$ cat src/rtl/pulse_period_meter.sv
// Tick-to-tick period meter: counts clock cycles between tick strobes and hands
// each result over a valid/ready buffer. `PULSE_PERIOD_METER_MINMAX_EN adds min/max tracking.
module pulse_period_meter #(
  parameter int WIDTH = 17
) (
  input  logic             clock,
  input  logic             reset_n,
  input  logic             enable,
  input  logic             tick,
  output logic [WIDTH-1:0] period,
  output logic             period_valid,
  input  logic             period_ready,
  output logic             timeout,
  output logic             overrun
`ifdef PULSE_PERIOD_METER_MINMAX_EN
  ,
  input  logic             clear_minmax,
  output logic [WIDTH-1:0] min_period,
  output logic [WIDTH-1:0] max_period
`endif
);

  typedef enum logic [1:0] {IDLE, ARM, MEASURE} state_e;

  localparam logic [WIDTH-1:0] ALL_ONES = '1;
  localparam logic [WIDTH-1:0] ONE      = WIDTH'(1);

  state_e           state_q;
  logic [WIDTH-1:0] count_q;
  logic [WIDTH-1:0] period_q, period_d;
  logic             valid_q, valid_d;
  logic             timeout_q, overrun_q;
  logic             res_fire, res_drop, cnt_full;

  assign cnt_full = (count_q == ALL_ONES);
  // A tick on the all-ones count still terminates a measurement, so it wins over timeout.
  assign res_fire = enable && (state_q == MEASURE) && tick;
  assign res_drop = res_fire && valid_q && !period_ready;

  always_ff @(posedge clock or negedge reset_n) begin
    if (!reset_n) begin
      state_q   <= IDLE;
      count_q   <= '0;
      timeout_q <= 1'b0;
      overrun_q <= 1'b0;
    end else begin
      timeout_q <= 1'b0;
      if (!enable) begin
        state_q   <= IDLE;
        overrun_q <= 1'b0;
      end else begin
        case (state_q)
          IDLE: state_q <= ARM;
          ARM: begin
            if (tick) begin
              count_q <= ONE;
              state_q <= MEASURE;
            end
          end
          MEASURE: begin
            if (tick) begin
              count_q <= ONE;
            end else if (cnt_full) begin
              timeout_q <= 1'b1;
              state_q   <= ARM;
            end else begin
              count_q <= count_q + ONE;
            end
          end
          default: state_q <= IDLE;
        endcase
        if (res_drop) overrun_q <= 1'b1;
      end
    end
  end

  // Output buffer runs regardless of enable so a pending result can drain.
  always_comb begin
    period_d = period_q;
    valid_d  = valid_q;
    if (res_fire && (!valid_q || period_ready)) begin
      period_d = count_q;
      valid_d  = 1'b1;
    end else if (valid_q && period_ready) begin
      valid_d = 1'b0;
    end
  end

  always_ff @(posedge clock or negedge reset_n) begin
    if (!reset_n) begin
      period_q <= '0;
      valid_q  <= 1'b0;
    end else begin
      period_q <= period_d;
      valid_q  <= valid_d;
    end
  end

  assign period       = period_q;
  assign period_valid = valid_q;
  assign timeout      = timeout_q;
  assign overrun      = overrun_q;

`ifdef PULSE_PERIOD_METER_MINMAX_EN
  logic [WIDTH-1:0] min_q, max_q;

  // Tracks every produced result, including ones the buffer had to drop.
  always_ff @(posedge clock or negedge reset_n) begin
    if (!reset_n) begin
      min_q <= ALL_ONES;
      max_q <= '0;
    end else if (clear_minmax) begin
      min_q <= ALL_ONES;
      max_q <= '0;
    end else if (res_fire) begin
      if (count_q < min_q) min_q <= count_q;
      if (count_q > max_q) max_q <= count_q;
    end
  end

  assign min_period = min_q;
  assign max_period = max_q;
`endif

endmodule
$ cat config.mk
export PLATFORM = sky130hd
export DESIGN_NAME = pulse_period_meter
export DESIGN_NICKNAME = d
export VERILOG_FILES = /design/src/rtl/pulse_period_meter.sv
export SDC_FILE = /design/constraint.sdc
export NUM_CORES = 1
export LEC_CHECK = 0
export CELL_PAD_IN_SITES_DETAIL_PLACEMENT = 0
export CELL_PAD_IN_SITES_GLOBAL_PLACEMENT = 1
export CORE_MARGIN = 2
export CORE_UTILIZATION = 39
export DETAILED_ROUTE_END_ITERATION = 10
export HOLD_SLACK_MARGIN = 0.12
export PLACE_DENSITY = 0.69
export SYNTH_ARGS = -nofsm -noshare
export SYNTH_HDL_FRONTEND = slang
export SYNTH_SLANG_ARGS = --single-unit
$ cat constraint.sdc
create_clock -name clock -period 4 [get_ports clock]
set_input_delay 0.8 -clock clock [delete_from_list [all_inputs] [get_ports clock]]
set_output_delay 0.8 -clock clock [all_outputs]
set_load 0.05 [all_outputs]
======== Word level (Yosys, flattened, before mapping) ========
Cells that the tools add are included.
word-level totals
  register bits after elaboration ......... 39
  input bits .............................. 5
  logic and storage cells ................. 47
operators by class
  equal/unequal tests ..................... 9
  muxes and demuxes ....................... 17
  add/subtract/negate cells ............... 1
  reduce and logical (&&, ||, !) cells .... 14
operators by type and width
  kind                     count
  $mux W17                 3
  $pmux W17 S2             1
  $add A17 B1 Y17 const B  1
  $eq A17 B17 Y1 const B   1
  $ne A3 B3 Y1 const B     4
  $mux W1                  8
  $mux W2                  4
  $logic_and A1 B1 Y1      6
  $pmux W2 S3              1
  $reduce_and A4 Y1        1
  $reduce_bool A2 Y1       2
  $reduce_and A3 Y1        1
  $eq A2 B1 Y1 const B     1
  $eq A2 B2 Y1 const B     1
  $logic_not A1 Y1         2
  $logic_not A2 Y1         1
  $ne A2 B1 Y1 const B     1
  $ne A2 B2 Y1 const B     1
  $logic_or A1 B1 Y1       1

======== Logic depth before layout (Yosys ltp) ========
Gate-level depths: netlist of run 1.
  depth after elaboration ................. 7
  gate-level depth with buffers ........... 11
  depth with buffers taken out ............ 8

======== Worst setup path after synthesis of run 1 ========
OpenSTA, ideal clock, no wires.
  path type ............................... register -> register
  from .................................... register count_q[0]
  to ...................................... register count_q[14]
  path slack .............................. 1.515 ns
  stages on the path, launching flop included .. 11
  arrival time ............................ 2.361 ns
  period minus slack after synthesis ...... 2.485 ns
  required time ........................... 3.876 ns
  path through ............................ dfrtp_1 ha_1 and2_1 buf_2 nand2_1 nor3_1 ha_1 o32a_4 buf_2 buf_2 a211o_1
on the way
  cells in the longest elaborated chain, start to end .. 4
RTL lines
  what                    RTL line  RTL
  from (decl)             29        logic [WIDTH-1:0] count_q;
  from (signal assigned)  67        count_q <= count_q + ONE;
  $add A17 B1 Y17         67
  $mux W17                63        end else if (cnt_full) begin
  $mux W17                61        if (tick) begin
  $pmux W17 S2            52        case (state_q)
Parallel ways exist; a longest one is shown, timed or not. The select of a mux whose other input is x is not followed.
A chain may end at the register's enable or synchronous reset.

======== Final worst setup path of run 1 ========
  from .................................... register count_q[0]
  to ...................................... register count_q[7]
Same word-level chain as after synthesis.

==> impl_summary.log, run 1 <==
INFO  metric outcome = finished clean
INFO  metric netSwitchingFraction = roughly a third
INFO  metric largest_voltage_drop_on_the_vdd_net = 236.4 µV
INFO  metric finish.cell_count_without_fillers = 231
INFO  metric clock_path_buffers = 2
INFO  metric yosysWarningCount = 0
INFO  metric power.internal = 636.3 µW
INFO  metric synthToLayoutAreaGrowth = 20.17%
INFO  metric boundaryPins = 25
INFO  metric achievable-frequency = between 0.3 and 0.4 GHz
INFO  metric core.rowCount = 24
INFO  metric cts.root.buffer_cell = clkbuf_8
INFO  metric synthFlopType = dfrtp_1
INFO  metric report.final.setup_viol = 0
INFO  metric ys_seq_area_share = 54.43%
INFO  metric die_h = 71.81 µm
INFO  metric worst_slew_pin_slew = 0.8604 ns
INFO  metric postSynthRegisterBits = 39
INFO  metric design.core.area = 4384 µm²
INFO  metric post_cts_resize_count = 0
INFO  metric worst_ep_arrival_time = 3.00 ns
INFO  metric grt_first_pass_wirelength = about 6400 µm
INFO  metric detailedPlacementHpwl = 2485 µm
INFO  metric timing.slew.headroom = 42.64%
INFO  metric synthesis.instances = between 150 and 200
INFO  metric timing.critical_path.to_type = flop
INFO  metric min-delay-path-class = flop to flop
INFO  metric routabilityCongestion = 0.7531
INFO  metric final_util = 49.14%
INFO  metric worst-endpoint-required = 4.21 ns
INFO  metric fp.dieW = 71.81 µm
INFO  metric fin_crit_period = 2.794 ns
INFO  metric grt_pass1_vias = approximately 1300
INFO  metric clock_insertion_delay_worst_skew = between 0.2 and 0.3 ns
INFO  metric clkSlewWorstSetupHoldPaths = 0.08 ns
INFO  metric antenna_cells_inserted = 0
INFO  metric cts.repair_timing.setup_buffer_count = 0
INFO  metric mappedNetlistArea = 1793 µm²
INFO  metric postCtsHoldBufs = 0
INFO  metric p_leak = 0.9435 nW
INFO  metric mostFrequentLayoutCell = dfrtp_1
INFO  metric multi_input_comb_area = 774.5 µm²
INFO  metric postSynthAreaPerCell = between 10 and 15 µm²
INFO  metric timing.rr.start = count_q[0]$_DFFE_PN0P_
INFO  metric cap_viol_max_count = 0
INFO  metric final-max-slew-violation-count = 0
INFO  metric port-buffer-count = 24
INFO  metric crit_path_start = count_q[0]$_DFFE_PN0P_
INFO  metric fin_crit_sh = 69.86%
INFO  metric grt_max_degree = 40
INFO  metric post_route_cells_drive_above_1_share = 17.32%
INFO  metric synth_edf_count = 0
INFO  metric clock_tree.htree_level_count = 2
INFO  metric combPwrFrac = roughly a quarter
INFO  metric die_area = 5156 µm²
INFO  metric total_negative_setup_slack = 0 ns
INFO  metric hold-worst-slack = 0.5067 ns
INFO  metric global_route.overflow_total = 0
INFO  metric dpl_cells = 223
INFO  metric tritoncts_clock_tree = yes
INFO  metric cp-start-kind = flop
INFO  metric detailedRoute.firstPassIterationCount = 4
INFO  metric routed_wirelength = 3654 µm
INFO  metric share_of_total_power_in_sequential_cells = 48.7%
INFO  metric switching_power_summed_over_all_nets = about 310 µW
INFO  metric async_reset_ff_share = between 90% and 100%
INFO  metric finalHoldViolations = 0
INFO  metric routed_via_density = 5.623
INFO  metric setup.worst_path.class = flop to flop
INFO  metric number_of_remaining_drc_errors = 0
INFO  metric holdCritStartpoint = period[5]$_DFFE_PN0P_
INFO  metric ff_latch_area = a little under 1000 µm²
INFO  metric synth.net_count = about 160
INFO  metric initial_core_util = around two fifths
INFO  metric first_iter_violations = 65
INFO  metric final_nets = 185
INFO  metric setup_slack = 1.206 ns
INFO  metric tritoncts.num_buffers = 5
INFO  metric cell_pwr_density = 440.5 nW/µm²
INFO  metric post-place-ws = 1.089 ns
INFO  metric route.vias.total = 1299
INFO  metric rsz_0062_raised_after_global_routing = false
INFO  metric detail-route-antenna-nets = 0
INFO  metric n_fill_cell = 396
INFO  metric clock_sink_count = 39
INFO  metric pwr-share-clk = 27.0%
INFO  metric crit_fanout = 26
INFO  metric post_drt_wl_per_cell = between 15 and 20 µm
INFO  metric antenna_violations_before_repair = 0
INFO  metric skew = about 0.012 ns
INFO  metric overall_fraction_of_global_route_tracks_in_use = about 16%
INFO  metric layout.cells.most_common_list = dfrtp_1 (39), clkdlybuf4s50_1 (23), mux2_2 (17), nand2_1 (9), a21oi_1 (9)
INFO  metric synth_cell_types = 40
synth_stat cells (2+ instances only):
cell type	number	share of area [%]
ha_1	2	1.4
and3_1	2	0.70
o21ai_0	7	2.0
nand3_1	6	1.7
o31ai_1	7	2.9
buf_2	4	1.1
dfrtp_1	39	54
nor2_1	4	0.84
a22o_1	2	0.98
mux2i_1	2	1.1
mux2_2	17	11
nor3_1	3	0.84
inv_1	4	0.84
a41oi_1	2	0.98
nand2_1	9	1.9
and2_1	3	1.0
and4_1	2	0.98
or4_1	6	2.5
a21oi_1	9	2.5
through the flow:
step / area [µm²] / total power [mW]
CTS: 2155 / 0.9606
finish: 2155 / 0.9492
global route: 2155 / 0.9970
floorplan: 1793 / 0.6202
detailed placement: 2073 / 0.7026
global placement: 2073 / 0.7004
final timing paths:
check,to,cells past startpoint,slack [ns]
max,count_q[7]$_DFFE_PN0P_,8,1.21
min,period[5]$_DFFE_PN0P_,1,0.51
max reg2reg,count_q[7]$_DFFE_PN0P_,8,1.21
min reg2reg,period[5]$_DFFE_PN0P_,1,0.51
max in group asynchronous,period[14]$_DFFE_PN0P_,1,2.84
min in group asynchronous,period[0]$_DFFE_PN0P_,1,0.61
critical path, cell delays in order (launching register included):
cell and delay, ns:
dfrtp_1 0.46, ha_1 0.25, and2_1 0.21, nand2_1 0.19
nor3_1 0.09, ha_1 0.27, o32a_4 0.53, or4_1 0.51
a21oi_1 0.20
cells by family after synthesis:
kind of cell / synth area share (%)
flops: 54.43
xor+xnor: 0.4886
buf+inv: 2.373
mux: 11.79
simple gates: 15.35
compound gates: 14.17
fa+ha+maj: 1.395
sequential cells by signal, summed over array words and instances, names as in the netlist:
register      cells
timeout           1
state_q           2
overrun           1
period           17
count_q          17
period_valid      1
routing by layer:
metal	wire, µm	part of all wire, %	track usage (%)
met4	61	1.7	8.176
met3	144	3.9	3.516
met2	1697	46	25.00
met1	1752	48	22.16
met5	0	0	0
layout make-up:
cell class | instances | share of cell area, %
flip-flops and latches | 39 | 45.30
inverters | 4 | 0.6969
repair buffers | 25 | 11.27
multi-input cells | 103 | 35.95
clock inverters | 1 | 0.2323
well taps | 52 | 3.020
clock buffers | 7 | 3.542
power groups by stage:
stage	clock, mW	combinational [mW]	sequential (mW)
3_5_place_dp	0	0.232	0.470
4_1_cts	0.265	0.233	0.463
2_1_floorplan	0	0.0637	0.557
3_3_place_gp	0	0.230	0.470
6_report	0.256	0.230	0.463
5_1_grt	0.283	0.245	0.468
No activity file was read; power rests on OpenSTA's default activity.
==> inputs of run 2 (changes only) <==
- clock period: 4 -> 2.76 ns (I/O delays scaled with it)
==> impl_summary.log, run 2 (same netlist as run 1, synthesis figures left out) <==
INFO  metric outcome = finished clean (unchanged)
INFO  metric skew = 0.004124 ns (was 0.01157 ns)
INFO  metric cpMaxStageDelayCell = or4_1 (was o32a_4)
INFO  metric p_leak = 0.9628 nW (was 0.9435 nW)
INFO  metric rsz_0062_raised_after_global_routing = false (unchanged)
INFO  metric postCtsHoldBufs = 0 (unchanged)
INFO  metric timing.critical_path.to_type = flop (unchanged)
INFO  metric final-max-slew-violation-count = 0 (unchanged)
INFO  metric timing.slew.headroom = 42.00% (was 42.64%)
INFO  metric fin_crit_sh = 92.89% (was 69.86%)
INFO  metric clock_insertion_delay_worst_skew = 0.28 ns (was 0.29 ns)
INFO  metric tritoncts_clock_tree = yes (unchanged)
INFO  metric fp.dieW = 71.81 µm (unchanged)
INFO  metric die_h = 71.81 µm (unchanged)
INFO  metric cpPeakStageDelay = 0.53 ns (about the same)
INFO  metric clkSlewWorstSetupHoldPaths = 0.07 ns (was 0.08 ns)
INFO  metric antenna_violations_before_repair = 0 (unchanged)
INFO  metric setup.worst_path.class = flop to flop (unchanged)
INFO  metric fin_crit_period = 2.564 ns (was 2.794 ns)
INFO  metric boundaryPins = 25 (unchanged)
INFO  metric global_route.overflow_total = 0 (unchanged)
INFO  metric grt_first_pass_wirelength = 6382 µm (unchanged)
INFO  metric timing.critical_path.mode_cell = ha_1 (unchanged)
INFO  metric design.core.area = 4384 µm² (unchanged)
INFO  metric mostFrequentLayoutCell = dfrtp_1 (unchanged)
INFO  metric post_drt_wl_per_cell = 15.41 µm (was 15.82 µm)
INFO  metric min-delay-path-class = input pin to asynchronous set/reset pin (was flop to flop)
INFO  metric largest_voltage_drop_on_the_vdd_net = 412.1 µV (was 236.4 µV)
INFO  metric layout.cells.most_common_list = dfrtp_1 (39), clkdlybuf4s50_1 (23), mux2_2 (17), nand2_1 (9), a21oi_1 (9) (unchanged)
INFO  metric report.final.setup_viol = 0 (unchanged)
INFO  metric post_cts_resize_count = 0 (unchanged)
INFO  metric cp-start-kind = flop (unchanged)
INFO  metric first_iter_violations = 136 (was 65)
INFO  metric crit_fanout = 21 (was 26)
INFO  metric worst_ep_arrival_time = 2.78 ns (was 3.00 ns)
INFO  metric layout.cell_area.non_filler = 2185 µm² (was 2155 µm²)
INFO  metric grt_pass1_vias = 1284 (was 1334)
INFO  metric route.vias.total = 1295 (was 1299)
INFO  metric die_area = 5156 µm² (unchanged)
INFO  metric antenna_cells_inserted = 0 (unchanged)
INFO  metric clock_tree.htree_level_count = 2 (unchanged)
INFO  metric timing.critical_path.cells = ha_1 -> and2_1 -> nand2_1 -> nor3_1 -> ha_1 -> o32a_4 -> or4_1 -> a21oi_1 (unchanged)
INFO  metric clock_sink_count = 39 (unchanged)
INFO  metric cts.root.buffer_cell = clkbuf_8 (unchanged)
INFO  metric detail-route-antenna-nets = 0 (unchanged)
INFO  metric number_of_remaining_drc_errors = 0 (unchanged)
INFO  metric final_nets = 189 (was 185)
INFO  metric power.total = 1.376 mW (was 949.2 µW)
INFO  metric detailedRoute.firstPassIterationCount = 4 (unchanged)
INFO  metric routed_wirelength = 3622 µm (was 3654 µm)
INFO  metric worst-endpoint-required = 2.98 ns (was 4.21 ns)
INFO  metric routabilityCongestion = 0.8418 (was 0.7531)
INFO  metric core.rowCount = 24 (unchanged)
INFO  metric clock_path_buffers = 2 (unchanged)
INFO  metric post_route_cells_drive_above_1_share = 19.13% (was 17.32%)
INFO  metric detailedPlacementHpwl = 2556 µm (was 2485 µm)
INFO  metric grt_max_degree = 40 (unchanged)
INFO  metric initial_core_util = 40.90% (unchanged)
INFO  metric cap_viol_max_count = 0 (unchanged)
INFO  metric worst_slew_pin_slew = 0.8699 ns (was 0.8604 ns)
INFO  metric finalHoldViolations = 0 (unchanged)
INFO  metric cts.repair_timing.setup_buffer_count = 0 (unchanged)
INFO  metric total_negative_setup_slack = 0 ns (unchanged)
INFO  metric synthToLayoutAreaGrowth = 21.84% (was 20.17%)
INFO  metric overall_fraction_of_global_route_tracks_in_use = 16.15% (was 16.40%)
INFO  metric placed_cell_area = 2103 µm² (was 2073 µm²)
INFO  metric achievable-frequency = 0.3901 GHz (was 0.3579 GHz)
INFO  metric port-buffer-count = 24 (unchanged)
INFO  metric cell_pwr_density = 630.0 nW/µm² (was 440.5 nW/µm²)
INFO  metric routed_via_density = 5.511 (was 5.623)
INFO  metric tritoncts.num_buffers = 5 (unchanged)
run 2: changes by cell type in the layout (fill, tap and decap cells not counted), sizes merged:
cell / before / now
buf: 2 / 6
run 2: where the power goes:
| part | leakage, nW | internal (mW) | switching [mW] |
|---|---|---|---|
| Clock | 0.0422 | 0.177 | 0.191 |
| Combinational | 0.389 | 0.124 | 0.216 |
| Sequential | 0.532 | 0.625 | 0.0428 |
| Total | 0.963 | 0.926 | 0.450 |
run 2: final timing paths:
path	cells after the start	end	slack, ns	start
worst max-delay path	8	count_q[13]$_DFFE_PN0P_	0.20	count_q[0]$_DFFE_PN0P_
worst min register to register	1	period[13]$_DFFE_PN0P_	0.51	period[13]$_DFFE_PN0P_
worst max register to register	8	count_q[13]$_DFFE_PN0P_	0.20	count_q[0]$_DFFE_PN0P_
max in group asynchronous	1	count_q[10]$_DFFE_PN0P_	1.84	reset_n
min in group clock	1	period[13]$_DFFE_PN0P_	0.51	period[13]$_DFFE_PN0P_
worst min-delay path	1	period[3]$_DFFE_PN0P_	0.38	reset_n
run 2: metrics by stage:
stage / cells / hold WS (ns) / util, % / setup WS (ns)
after floorplan: 151 / 0.2564 / - / 0.2754
after global placement: 227 / 0.4872 / 47.97 / 0.2724
after detailed placement: 227 / 0.4952 / 47.97 / 0.2111
after CTS: 235 / 0.4132 / 49.83 / 0.1926
after global routing: 235 / 0.4537 / 49.83 / 0.01543
final: 235 / 0.3784 / 49.83 / 0.1962
run 2: cell type report:
type / count / area, µm²
Multi-Input combinational cell: 103 / 774.5
Tap cell: 52 / 65.06
Fill cell: 407 / 2200
Clock buffer: 7 / 76.32
Clock inverter: 1 / 5.005
Timing Repair Buffer: 29 / 272.8
Inverter: 4 / 15.01
Sequential cell: 39 / 975.9
run 2: layer usage:
layer | share of wire [%] | routed length [µm] | GRT usage [%]
met2 | 48 | 1722 | 23.97
met3 | 3.3 | 120 | 4.501
met1 | 48 | 1745 | 22.86
met4 | 0.94 | 34 | 5.451
met5 | 0 | 0 | 0
run 2: worst max-delay path, delay by kind of cell (launching register included):
kind	cells	cell delay, ns
AND/OR/NAND/NOR	4	0.89
AO/OA/AOI/OAI	2	0.65
adder cells (fa/ha/maj)	2	0.50
flip-flops	1	0.45
==> inputs of run 3 (changes only) <==
--- a/constraint.sdc
+++ b/constraint.sdc
@@ -3,2 +3,2 @@
 set_output_delay 0.552 -clock clock [all_outputs]
-set_load 0.05 [all_outputs]
+set_load 0.02 [all_outputs]
==> results of run 3 <==
Same layout as run 2 (identical final DEF). Status: finished clean.
Among the figures that moved: total power 1.376 mW -> 1.289 mW; worst IR drop on VDD 412.1 µV -> 372.4 µV
==> RTL change 1 (flow settings as in run 2) <==
The option `PULSE_PERIOD_METER_MINMAX_EN` is turned on by a define.
--- a/src/rtl/pulse_period_meter.sv
+++ b/src/rtl/pulse_period_meter.sv
@@ -1,5 +1,7 @@
 // Tick-to-tick period meter: counts clock cycles between tick strobes and hands
 // each result over a valid/ready buffer. `PULSE_PERIOD_METER_MINMAX_EN adds min/max tracking.
+`define PULSE_PERIOD_METER_MINMAX_EN
+
 module pulse_period_meter #(
   parameter int WIDTH = 17
 ) (
Ports: changed (added clear_minmax, max_period and min_period); port bits go from 25 to 60. The function was not compared with the original's and may differ.
==> RTL change 1 against run 2 <==
- non-clock buffer count grew 58
- critical endpoint is now count_q[7]
- fmax down 2.6%
- count of clock-buffer cells in the layout rose by 6
- sequential cell count up 34
- worst setup slack lost 0.068 ns
- wire length rose to 2.5 times the old value
- cell area is 130% higher
- final cell count increased by 140%
- critical path type unchanged
- synthesized area grew 120%
- clock skew increased by 0.0034 ns
- first-iteration DRC count down 15%
- power rose by 57%
==> RTL change 1: results (changes against run 2) <==
metric;value;unit;change
status;complete, no violations;;unchanged
reg2reg setup slack;0.13;ns;was 0.20 ns
via count;2915;;was 1,295
Syn Area/Cell;11.2;sq um;was 11.9 sq um
TritonCTS Buffers;9;;was 5
Cell variety after synth;45;;was 40
initial drt markers;115;;was 136
clk_skew;0.00753;ns;was 0.00412 ns
post-place instance area;0.00477;sq mm;was 0.00210 sq mm
met3 WL;256;microns;was 120 microns
IO buf count;59;;was 24
GRT Resource Usage Total;0.178;;was 0.161
placed insts;555;;was 227
Reg2Reg Depth;11;;was 8
met2 WL post-DR;4260;microns;was 1720 microns
Post-layout nets;474;;was 189
worst-path maximum fanout;7;;was 21
CTS Buffer Depth;2;;unchanged
VDD IR max;0.238;mV;was 0.412 mV
critical path arrival;2.87;ns;was 2.78 ns
H-tree lvl count;3;;was 2
number of global-route vias before repair;2966;;was 1,284
pwr/cell area;433;mW/mm^2;was 630 mW/mm^2
maximum number of pins on one net before global-route repair;49;;was 40
Avg WL per Cell;16.0;microns;was 15.4 microns
layout cell share with drive strength beyond 1;0.235;;was 0.191
sequential area share after synthesis;0.476;;was 0.544
first-pass GRT wire length;15100;microns;was 6380 microns
leakage power;2.48;nW;was 0.963 nW
GPL Wtd Cong;0.820;;was 0.842
Net Count, Synth;388;;was 158
Vias/cell;5.11;;was 5.51
Hold WC Path Type;in2async;;unchanged
Power Internal;1.58;mW;was 0.926 mW
clk_lat worst skew;0.34;ns;was 0.28 ns
Tightest Pin Transition;0.647;ns;was 0.870 ns
Post-synth top cells;dfrtp_1 (56), inv_1 (37), ha_1 (35);;was dfrtp_1 (39), mux2_2 (17), a21oi_1 (9), nand2_1 (9)
FF-to-FF End;count_q[7];;was count_q[13]
Tcrit/Tclk final;0.954;;was 0.929
## RTL change 1: cell count changes after synthesis, sizes merged, moves of 10 or more
cell	delta
ha	+33
inv	+33
a22o	+17
dfrtp	+17
dfstp	+17
nor2	+17
o22a	+16
nand2	+10
o21ai	+10
## RTL change 1: layout make-up
class / count / area, sq um / share of cell area
inverters: 37 / 139 / 0.0279
repair buffers: 87 / 821 / 0.165
clock buffers: 13 / 159 / 0.0319
well taps: 133 / 166 / 0.0335
flip-flops and latches: 73 / 1850 / 0.371
multi-input cells: 225 / 1830 / 0.367
clock inverters: 3 / 15.0 / 0.00302
## RTL change 1: critical path: cells and delay by family, from the launching register on
kind / cells / cell delay, ns
AND/OR/NAND/NOR: 7 / 1.27
flip-flops: 1 / 0.40
adder cells (fa/ha/maj): 2 / 0.37
AO/OA/AOI/OAI: 1 / 0.34
XOR/XNOR: 1 / 0.14
## RTL change 1: timing repair
item	4_1_cts	5_1_grt
resized for setup	0	7
setup endpoints to repair	0	9
hold endpoints to repair	0	0
## RTL change 1: kinds of logic after synthesis
family,share of synthesized area
compound gates,0.164
xor+xnor,0.0226
fa+ha+maj,0.113
buf+inv,0.0606
flops,0.476
mux,0.0519
simple gates,0.112
## RTL change 1: metal layers
| layer | up-vias | track usage |
|---|---|---|
| met5 | - | 0 |
| met4 | 0 | 0.0637 |
| met3 | 6 | 0.0365 |
| met2 | 40 | 0.277 |
| met1 | 1463 | 0.245 |
| li1 | 1406 | - |
## RTL change 1: power groups by stage
| stage | clock (mW) | sequential, mW | combinational [mW] |
|---|---|---|---|
| 6_report | 0.759 | 1.12 | 0.275 |
| 4_1_cts | 0.791 | 1.12 | 0.276 |
| 3_5_place_dp | 0 | 1.14 | 0.274 |
| 3_3_place_gp | 0 | 1.14 | 0.271 |
| 5_1_grt | 0.850 | 1.12 | 0.298 |
| 2_1_floorplan | 0 | 1.21 | 0.0857 |
## RTL change 1: worst max-delay path by stage
| stage | startpoint | endpoint | slack [ns] | cells after the start |
|---|---|---|---|---|
| 2_1_floorplan | count_q[0] | count_q[7] | 0.01 | 12 |
| 3_3_place_gp | count_q[0] | count_q[7] | 0.11 | 11 |
| 3_5_place_dp | count_q[1] | count_q[14] | 0.06 | 12 |
| 4_1_cts | count_q[1] | count_q[14] | 0.02 | 12 |
| 5_1_grt | count_q[1] | count_q[7] | -0.002 | 11 |
| 6_report | count_q[1] | count_q[7] | 0.13 | 11 |
## RTL change 1: metrics by stage
stage / hold slack, ns / total power [mW]
floorplan: 0.256 / 1.29
global placement: 0.492 / 1.41
detailed placement: 0.498 / 1.41
CTS: 0.239 / 2.19
global route: 0.255 / 2.27
finish: 0.226 / 2.15
==> RTL change 2 (config.mk and constraints of run 2) <==
Without the edit above. Register the output `overrun` once more, cleared by the reset; this adds one clock of latency there. The other outputs are not delayed to match.
--- a/src/rtl/pulse_period_meter.sv
+++ b/src/rtl/pulse_period_meter.sv
@@ -99,7 +99,13 @@
   assign period       = period_q;
   assign period_valid = valid_q;
   assign timeout      = timeout_q;
-  assign overrun      = overrun_q;
+  always_ff @(posedge clock or negedge reset_n) begin
+    if (!reset_n) begin
+      overrun <= '0;
+    end else begin
+      overrun <= overrun_q;
+    end
+  end
 
 `ifdef PULSE_PERIOD_METER_MINMAX_EN
   logic [WIDTH-1:0] min_q, max_q;
Behaviour: not the same (Yosys sat finds a counterexample within 10 cycles, from zero or initial values and one cycle with reset_n low).
==> RTL change 2 against run 2 <==
- wire length rose by 7.2%
- sequential cell count is 1 higher
- fmax up 2.0%
- worst setup slack gained 0.051 ns
- largest cell class unchanged
- synthesized area rose by 3.6%
- cell area up 2.3%
Power is not compared: it rests on default switching activity, and its combinational part moved more than twofold at a synthesized area within 25%.
==> RTL change 2: results (changes against run 2) <==
metric;value;unit;change
Vias/cell;5.90;;was 5.51
clk_lat worst skew;0.29;ns;
number of global-route vias before repair;1411;;was 1,284
worst-path maximum fanout;23;;was 21
sequential area share after synthesis;0.539;;was 0.544
placed insts;236;;was 227
most common cell in the netlist;dfrtp_1;;unchanged
final-layout fill cell count;420;;was 407
GPL Wtd Cong;0.872;;was 0.842
antenna cell count;0;;unchanged
clk_skew;0.00650;ns;was 0.00412 ns
Hold WC Path Type;in2async;;unchanged
Post-layout nets;196;;was 189
Net Count, Synth;169;;was 158
Avg WL per Cell;15.9;microns;was 15.4 microns
post-synthesis xor/xnor area fraction;0;;was 0.00488
first-pass GRT wire length;6690;microns;was 6380 microns
portion of netlist area occupied by mux cells;0.103;;was 0.118
GRT Resource Usage Total;0.164;;was 0.161
max incr delay on CP;0.42;ns;was 0.53 ns
adder-cell share of the synthesized area;0.0135;;was 0.0140
largest cells by area after synthesis;dfrtp_1 (54%), mux2_2 (10%), o31ai_1 (4.9%);;was dfrtp_1 (54%), mux2_2 (11%), o31ai_1 (2.9%)
asr flop ratio synth;1.00;;unchanged
layout cell share with drive strength beyond 1;0.179;;was 0.191
Achievable Freq;398;MHz;was 390 MHz
Tightest Pin Transition;0.893;ns;was 0.870 ns
initial drt markers;142;;was 136
Syn Inst Count;162;;was 151
Post-synth top cells;dfrtp_1 (40), mux2_2 (17), o31ai_1 (12);;was dfrtp_1 (39), mux2_2 (17), a21oi_1 (9), nand2_1 (9)
DP Worst Slack;0.203;ns;was 0.211 ns
CTS root buf;clkbuf_8;;unchanged
dpl hpwl;2670;microns;was 2560 microns
Cell variety after synth;38;;was 40
reg2reg setup slack;0.25;ns;was 0.20 ns
Routed WL;3880;microns;was 3620 microns
Crit-path slowest cell;dfrtp_1;;was or4_1
status;complete, no violations;;unchanged
critical path arrival;2.70;ns;was 2.78 ns
maximum number of pins on one net before global-route repair;41;;was 40
Compound-Gate Fraction of Synth Area;0.142;;about the same
[RTL change 2: stage by stage]
step / hold WS, ns / total power [mW] / instance area (sq um) / util
after floorplan: 0.256 / 0.728 / 1860 / -
after global placement: 0.368 / 0.776 / 2130 / 0.458
after detailed placement: 0.374 / 0.781 / 2130 / 0.458
after CTS: 0.391 / 1.19 / 2220 / 0.477
after global routing: 0.397 / 1.23 / 2230 / 0.479
final: 0.382 / 1.17 / 2230 / 0.479
[RTL change 2: final timing paths]
kind | from | endpoint | cells past startpoint
setup / recovery | count_q[0] | count_q[14] | 10
hold / removal | reset_n | count_q[12] | 1
setup reg to reg | count_q[0] | count_q[14] | 10
hold reg to reg | overrun_q | overrun | 0
max in group asynchronous | reset_n | count_q[3] | 1
min in group clock | overrun_q | overrun | 0
[RTL change 2: kinds of logic after synthesis]
logic type                 Yosys count
buffers and inverters               12
and+or+nand+nor                     52
AOI/OAI and AO/OA                   39
adders and majority gates            2
DFF                                 40
muxes                               17
[RTL change 2: cell type report]
| class | count | area (sq um) | area share |
|---|---|---|---|
| tap | 54 | 67.6 | 0.0302 |
| inverter | 5 | 18.8 | 0.00840 |
| sequential | 40 | 1000 | 0.448 |
| timing repair buffer | 27 | 262 | 0.117 |
| multi-input combinational | 110 | 796 | 0.356 |
| clock buffer | 8 | 90.1 | 0.0403 |
[RTL change 2: what timing repair did]
| item | in CTS | in global routing |
|---|---|---|
| setup endpoints to repair | 0 | 14 |
| hold buffers | 0 | 0 |
| resized for setup | 0 | 2 |
| hold endpoints to repair | 0 | 0 |
[RTL change 2: power by group through the flow]
stage / Combinational (mW) / Clock (mW) / Sequential, mW
finish: 0.141 / 0.399 / 0.630
global route: 0.152 / 0.442 / 0.633
CTS: 0.141 / 0.417 / 0.629
detailed placement: 0.140 / 0 / 0.640
global placement: 0.138 / 0 / 0.638
floorplan: 0.0588 / 0 / 0.669
[RTL change 2: routing by layer]
metal,GRT usage,vias to the layer above,part of all wire
li1,-,670,-
met1,0.210,727,0.46
met2,0.255,31,0.48
met3,0.0414,11,0.033
met4,0.0823,0,0.023
met5,0,-,0
